$ cat config.mk
export PLATFORM = sky130hd
export DESIGN_NAME = mem_port_arbiter
export DESIGN_NICKNAME = d
export VERILOG_FILES = /design/src/rtl/mem_port_arbiter.sv
export SDC_FILE = /design/constraint.sdc
export NUM_CORES = 1
export LEC_CHECK = 0
export CORE_AREA = 2 2 115 117
export DETAILED_ROUTE_END_ITERATION = 8
export DIE_AREA = 0 0 117 119
export PLACE_DENSITY_LB_ADDON = 0.1
export SLEW_MARGIN = 40
export SYNTH_ARGS = -nofsm -noshare
export SYNTH_HDL_FRONTEND = slang
export SYNTH_SLANG_ARGS = --single-unit
$ cat constraint.sdc
create_clock -name clk -period 1.84 [get_ports clk]
set_input_delay 0.552 -clock clk [delete_from_list [all_inputs] [get_ports clk]]
set_output_delay 0.552 -clock clk [all_outputs]
set_load 0.005 [all_outputs]
$ cat src/rtl/mem_port_arbiter.sv
// Shares one synchronous memory port between the CPU data path and the debug/DMA
// port: one access per cycle, round-robin on contention, read data routed by owner tag.
module mem_port_arbiter #(
    parameter int ADDR_W = 30,
    parameter int DATA_W = 32,
    parameter int RD_LAT = 1
) (
    input  logic              clk,
    input  logic              rst,

    input  logic              cpu_req,
    input  logic              cpu_we,
    input  logic [ADDR_W-1:0] cpu_addr,
    input  logic [DATA_W-1:0] cpu_wdata,
    output logic              cpu_gnt,
    output logic              cpu_rvalid,
    output logic [DATA_W-1:0] cpu_rdata,

    input  logic              dbg_req,
    input  logic              dbg_we,
    input  logic [ADDR_W-1:0] dbg_addr,
    input  logic [DATA_W-1:0] dbg_wdata,
    output logic              dbg_gnt,
    output logic              dbg_rvalid,
    output logic [DATA_W-1:0] dbg_rdata,

    output logic              mem_en,
    output logic              mem_we,
    output logic [ADDR_W-1:0] mem_addr,
    output logic [DATA_W-1:0] mem_wdata,
    input  logic [DATA_W-1:0] mem_rdata
);

    // last_owner | meaning
    // OWN_CPU    | CPU took the most recent grant, DBG wins the next contest
    // OWN_DBG    | DBG took the most recent grant (reset value), CPU wins the next contest
    typedef enum logic {
        OWN_CPU = 1'b0,
        OWN_DBG = 1'b1
    } owner_e;

    owner_e            last_owner_q, last_owner_d;
    logic [RD_LAT-1:0] tag_vld_q, tag_vld_d;
    logic [RD_LAT-1:0] tag_own_q, tag_own_d;
    logic              grant_cpu, grant_dbg;
    logic              rd_fire;

    // Grants are suppressed during reset so nothing reaches memory while rst is high.
    always_comb begin
        grant_cpu = 1'b0;
        grant_dbg = 1'b0;
        if (!rst) begin
            if (cpu_req && dbg_req) begin
                grant_cpu = (last_owner_q == OWN_DBG);
                grant_dbg = (last_owner_q == OWN_CPU);
            end else begin
                grant_cpu = cpu_req;
                grant_dbg = dbg_req;
            end
        end
    end

    always_comb begin
        mem_en    = grant_cpu | grant_dbg;
        mem_we    = 1'b0;
        mem_addr  = '0;
        mem_wdata = '0;
        if (grant_cpu) begin
            mem_we    = cpu_we;
            mem_addr  = cpu_addr;
            mem_wdata = cpu_wdata;
        end else if (grant_dbg) begin
            mem_we    = dbg_we;
            mem_addr  = dbg_addr;
            mem_wdata = dbg_wdata;
        end
    end

    assign cpu_gnt = grant_cpu;
    assign dbg_gnt = grant_dbg;
    assign rd_fire = mem_en && !mem_we;

    // Tag bit 0 enters the pipe each cycle; the oldest tag falls off the top.
    always_comb begin
        last_owner_d = last_owner_q;
        if (grant_cpu) begin
            last_owner_d = OWN_CPU;
        end else if (grant_dbg) begin
            last_owner_d = OWN_DBG;
        end
        tag_vld_d = (tag_vld_q << 1) | RD_LAT'(rd_fire);
        tag_own_d = (tag_own_q << 1) | RD_LAT'(rd_fire && grant_dbg);
    end

    always_ff @(posedge clk or posedge rst) begin
        if (rst) begin
            last_owner_q <= OWN_DBG;
            tag_vld_q    <= '0;
            tag_own_q    <= '0;
        end else begin
            last_owner_q <= last_owner_d;
            tag_vld_q    <= tag_vld_d;
            tag_own_q    <= tag_own_d;
        end
    end

    always_comb begin
        cpu_rvalid = tag_vld_q[RD_LAT-1] && !tag_own_q[RD_LAT-1];
        dbg_rvalid = tag_vld_q[RD_LAT-1] &&  tag_own_q[RD_LAT-1];
        cpu_rdata  = cpu_rvalid ? mem_rdata : '0;
        dbg_rdata  = dbg_rvalid ? mem_rdata : '0;
    end

endmodule

; ---- Word-level counts from Yosys, hierarchy flattened
; Cells that the tools add are included.
[classes]
muxes = 14
bitwise_logic = 2
reduce_logical = 8
[ops]
columns = op, count
row1 = two-way mux 32 bit, 4
row2 = two-way mux 30 bit, 2
row3 = two-way mux 1 bit, 8
row4 = logical AND 1 bit, 5
row5 = logical NOT 1 bit, 2
row6 = nonzero test 2 bit, 1
row7 = inverter 1 bit, 1
row8 = bitwise OR 1 bit, 1
[word_totals]
ff_bits = 3
in_bits = 162
output_inout_bits = 132
wordCells = 27

; ---- Depth between registers and ports, before layout
[depth]
ltp_word = 8
depth_mapped = 5
mapped_depth_nobuf = 3

; ---- Worst setup path before layout
; No wires, ideal clock.
[synth_path]
path_kind = in2out
from = input cpu_req
to = output mem_wdata[0]
arrival_ns = 1.288
required_ns = 1.288
slack_ns = 0.000
cell_stages = 5
path_buffers = 2
cell_sequence = buf_6 -> a21boi_4 -> buf_6 -> a32oi_1 -> nor2_1
[synth_via]
elab_chain_cells = 5
word_cells_on_any_way = 7
cone_classes = 6 x mux / 1 x reduce/logical
[synth_lines]
columns = item, line_no
row1 = from (decl), 11  ; input logic cpu_req,
row2 = logical AND 1 bit, 53  ; if (cpu_req && dbg_req) begin
row3 = two-way mux 1 bit, 53
row4 = two-way mux 1 bit, 52  ; if (!rst) begin
row5 = two-way mux 32 bit, 72  ; end else if (grant_dbg) begin
row6 = two-way mux 32 bit (*), 68  ; if (grant_cpu) begin
row7 = to (decl), 30  ; output logic [DATA_W-1:0] mem_wdata,
; Every way passes the cells marked *; elsewhere a longest branch is shown, timed or not.

; ---- Final worst setup path
[layout_path]
from = register last_owner_q
to = output mem_addr[5]
[layout_via]
elab_chain_cells = 5
word_cells_on_any_way = 7
cone_classes = 6 x mux / 1 x bitwise
[layout_lines]
columns = item, line_no
row1 = from (decl), 42  ; owner_e last_owner_q, last_owner_d;
row2 = from (signal assigned), 101  ; last_owner_q <= last_owner_d;
row3 = inverter 1 bit, 55  ; grant_dbg = (last_owner_q == OWN_CPU);
row4 = two-way mux 1 bit, 53
row5 = two-way mux 1 bit, 52
row6 = two-way mux 30 bit, 72
row7 = two-way mux 30 bit (*), 68
row8 = to (decl), 29  ; output logic [ADDR_W-1:0] mem_addr,
; Marked as above.

==> run_summary.xml <==
<?xml version="1.0" encoding="UTF-8"?>
<metrics>
  <group name="outcome">
    <metric name="run_status" unit="">finished, violations left</metric>
    <metric name="failing_checks" unit="">setup timing</metric>
  </group>
  <group name="worst_setup_path">
    <metric name="critical_path.startpoint_type" unit="">register</metric>
    <metric name="ff2ff_path_depth" unit="">7</metric>
    <metric name="path_class" unit="">reg -&gt; out</metric>
    <metric name="reg2reg_slack" unit="ns">0.41</metric>
    <metric name="endpoint_kind" unit="">primary output</metric>
    <metric name="reg2reg_to" unit="">tag_vld_q</metric>
    <metric name="worst_ep_required_time" unit="ns">1.29</metric>
    <metric name="critPathArrivalTime" unit="ns">1.63</metric>
    <metric name="critical_path.reg2reg.startpoint" unit="">last_owner_q</metric>
    <metric name="worst-path-max-fanout" unit="">6</metric>
  </group>
  <group name="cts">
    <metric name="cts_tree" unit="">yes</metric>
    <metric name="clk_latency" unit="ns">0.23</metric>
    <metric name="numClockSinks" unit="">3</metric>
    <metric name="path_clk_slew" unit="ns">0.03</metric>
    <metric name="maximum_level_of_the_cts_h_tree" unit="">1</metric>
    <metric name="cts_inserted_buffers" unit="">3</metric>
    <metric name="postCtsHoldBufs" unit="">0</metric>
    <metric name="clockRootBuffer" unit="">clkbuf_16</metric>
    <metric name="maximum_root_to_sink_buffer_count" unit="">2</metric>
  </group>
  <group name="cells_and_area">
    <metric name="proportion_of_layout_cells_with_a_drive_suffix_above_1" unit="%">48.9</metric>
    <metric name="layout.nets" unit="">750</metric>
    <metric name="fin_area" unit="um2">5730</metric>
    <metric name="area_growth_syn_to_layout" unit="%">236</metric>
    <metric name="post-route-util" unit="%">44.5</metric>
    <metric name="antenna_diode_count" unit="">0</metric>
    <metric name="instances_no_fill" unit="">763</metric>
  </group>
  <group name="drt">
    <metric name="drt_pass1_iterations" unit="">4</metric>
    <metric name="dr.first_iter.drc_count" unit="">111</metric>
    <metric name="antenna_left" unit="">0</metric>
    <metric name="drc_errors" unit="">0</metric>
    <metric name="detailed_route_via_count" unit="">3405</metric>
    <metric name="finalWirelength" unit="mm">13.4</metric>
    <metric name="avgViaCountPerCell" unit="">4.46</metric>
    <metric name="routedWlPerCell" unit="um">17.5</metric>
  </group>
  <group name="yosys">
    <metric name="yosys_warnings" unit="">0</metric>
    <metric name="most_frequent_cells_after_synthesis" unit="">nor2_1, a32oi_1, and2_1</metric>
    <metric name="post_synth_main_area_contributors" unit="">a32oi_1, nor2_1, buf_6</metric>
    <metric name="synthesis.area" unit="um2">1710</metric>
    <metric name="count_of_cell_types_in_the_netlist" unit="">22</metric>
    <metric name="synth_edf_count" unit="">0</metric>
    <metric name="postSynthCellCount" unit="">250</metric>
    <metric name="synth_async_sr_flop_share" unit="%">100</metric>
    <metric name="synth_seq_cells" unit="">3</metric>
    <metric name="yosys.area.top_type_share" unit="%">32.3</metric>
    <metric name="synth_flop_cell" unit="">dfrtp_1</metric>
    <metric name="yosysMostFrequentCell" unit="">nor2_1</metric>
    <metric name="synth_sequential_area_ratio" unit="%">4.47</metric>
    <metric name="postSynthAreaPerCell" unit="um2">6.83</metric>
    <metric name="cell_taking_the_most_area_after_synthesis" unit="">a32oi_1</metric>
    <metric name="synth.net_count" unit="">412</metric>
  </group>
  <group name="timing">
    <metric name="final_critical_path_setup_slack" unit="ns">-0.346</metric>
    <metric name="max_slew.worst_pin.slew" unit="ns">0.307</metric>
    <metric name="clock_skew" unit="ns">0.00151</metric>
    <metric name="timing.hold.ws" unit="ns">0.402</metric>
    <metric name="fmaxAchievable" unit="GHz">0.457</metric>
    <metric name="grt_setup_unrepaired" unit="">true</metric>
    <metric name="finalHoldViolations" unit="">0</metric>
    <metric name="setup_violations" unit="">119</metric>
    <metric name="period_needed" unit="ns">2.19</metric>
    <metric name="fin_setup_tns" unit="ns">-20.87</metric>
    <metric name="drv_slew" unit="">0</metric>
    <metric name="final_worst_path_period_share" unit="%">119</metric>
    <metric name="normalized_max_slew_margin" unit="%">79.5</metric>
  </group>
  <group name="placed_design">
    <metric name="gp_congestion" unit="">0.705</metric>
    <metric name="port-buffer-count" unit="">293</metric>
    <metric name="post-place-cells" unit="">707</metric>
    <metric name="dp.final_hpwl" unit="mm">8.74</metric>
    <metric name="postPlaceCellArea" unit="um2">4820</metric>
    <metric name="place_ws" unit="ns">-0.950</metric>
  </group>
  <group name="grt">
    <metric name="grt.overflow.total" unit="">0</metric>
    <metric name="antenna_found_initial" unit="">0</metric>
    <metric name="first_global_vias" unit="">3391</metric>
    <metric name="maximum_number_of_pins_on_one_net_before_global_route_repair" unit="">34</metric>
    <metric name="wire_length_of_the_first_global_routing_pass" unit="mm">18.8</metric>
    <metric name="grt_util_all_layers" unit="%">17.4</metric>
  </group>
  <group name="power_and_ir_drop">
    <metric name="p_leak" unit="nW">2.65</metric>
    <metric name="fin_total_pwr" unit="mW">1.98</metric>
    <metric name="p_per_area" unit="nW/um2">346</metric>
    <metric name="ir_drop" unit="mV">0.212</metric>
  </group>
  <group name="floorplan">
    <metric name="start_util" unit="%">13.3</metric>
    <metric name="floorplan.die_area" unit="um2">13900</metric>
    <metric name="die_x" unit="um">117</metric>
    <metric name="ioPinCount" unit="">294</metric>
    <metric name="fp.dieH" unit="um">119</metric>
    <metric name="floorplan_core_area" unit="um2">12900</metric>
    <metric name="placementRows" unit="">42</metric>
  </group>
  <group name="job">
    <metric name="max_cap_violations" unit="">0</metric>
  </group>
  <group name="worst_hold_path">
    <metric name="hold_path_class" unit="">in -&gt; async</metric>
  </group>
</metrics>
==> layout by cell type, fill, tap and decap left out <==
cell               n
nand3_1            1
and2_4            23
dlygate4sd2_1     15
clkdlybuf4s50_1  135
nor3_1             1
a32oi_1           49
dfstp_2            1
nor2b_4            2
buf_8              9
nand2b_4           1
clkbuf_1           1
dfrtp_2            1
and3_1             4
clkdlybuf4s15_1    2
and3_4            28
o21ai_0            1
a21oi_2            1
inv_1              1
buf_2             76
clkbuf_2           7
nand2b_1           1
and2_1            10
buf_6             81
clkbuf_16          4
dfrtp_1            1
a21boi_4           1
o31ai_1            1
nor2_1            66
buf_12            13
dlymetal6s2s_1     7
bufbuf_16          1
a32oi_2           14
nand2_1            4
buf_4             15
buf_16             9
==> what timing repair did <==
action,in CTS,in global routing
pin swaps,96,69
cloned,15,1
resized for setup,612,133
hold endpoints to repair,0,0
buffers inserted,43,9
setup endpoints to repair,132,127
==> final cells by class <==
| cell class | instances | area [um2] |
|---|---|---|
| timing repair buffer | 371 | 3730 |
| fill | 1292 | 7140 |
| sequential | 3 | 77.6 |
| clock buffer | 4 | 78.8 |
| multi-input combinational | 208 | 1620 |
| inverter | 1 | 3.75 |
| tap | 176 | 220 |
==> worst max-delay path, stage by stage, from the launching register on <==
cell and delay (ns):
dfstp_2 0.54, buf_6 0.10, a21boi_4 0.07, buf_12 0.14
buf_8 0.13, a32oi_1 0.15, nor2_1 0.06, clkdlybuf4s15_1 0.20
==> how the worst max path moves through the flow <==
stage / startpoint / to / slack (ns) / cells past startpoint
finish: last_owner_q / mem_addr[5] / -0.35 / 7
global placement: dbg_req / mem_wdata[11] / -0.93 / 6
global route: last_owner_q / mem_addr[5] / -0.42 / 7
floorplan: cpu_req / mem_wdata[0] / 0.00005 / 5
detailed placement: dbg_req / mem_wdata[11] / -0.95 / 6
CTS: last_owner_q / mem_wdata[3] / -0.40 / 8
==> per-layer routing <==
| metal | GRT usage, % | wire length, um | up-vias |
|---|---|---|---|
| li1 | - | - | 1625 |
| met1 | 19.7 | 4770 | 1601 |
| met2 | 33.9 | 7320 | 172 |
| met3 | 3.72 | 1190 | 7 |
| met4 | 1.32 | 65 | 0 |
| met5 | 0 | 0 | - |
==> flip-flops by register name, summed over array words and instances (netlist names) <==
register,count
last_owner_q,1
tag_vld_q,1
tag_own_q,1
==> cell families (layout without fill, tap and decap cells) <==
family / after synthesis / count (layout) / synth area share (%)
buf+inv: 39 / 376 / 19.4
flops: 3 / 3 / 4.47
compound gates: 67 / 67 / 34.5
simple gates: 141 / 141 / 41.7
==> where the power goes <==
part	switching [mW]	leakage, nW	internal, mW
logic	0.578	2.58	0.969
clock network	0.0649	0.0382	0.286
registers	0.00665	0.0357	0.0770
No activity file was read; power rests on OpenSTA's default activity.
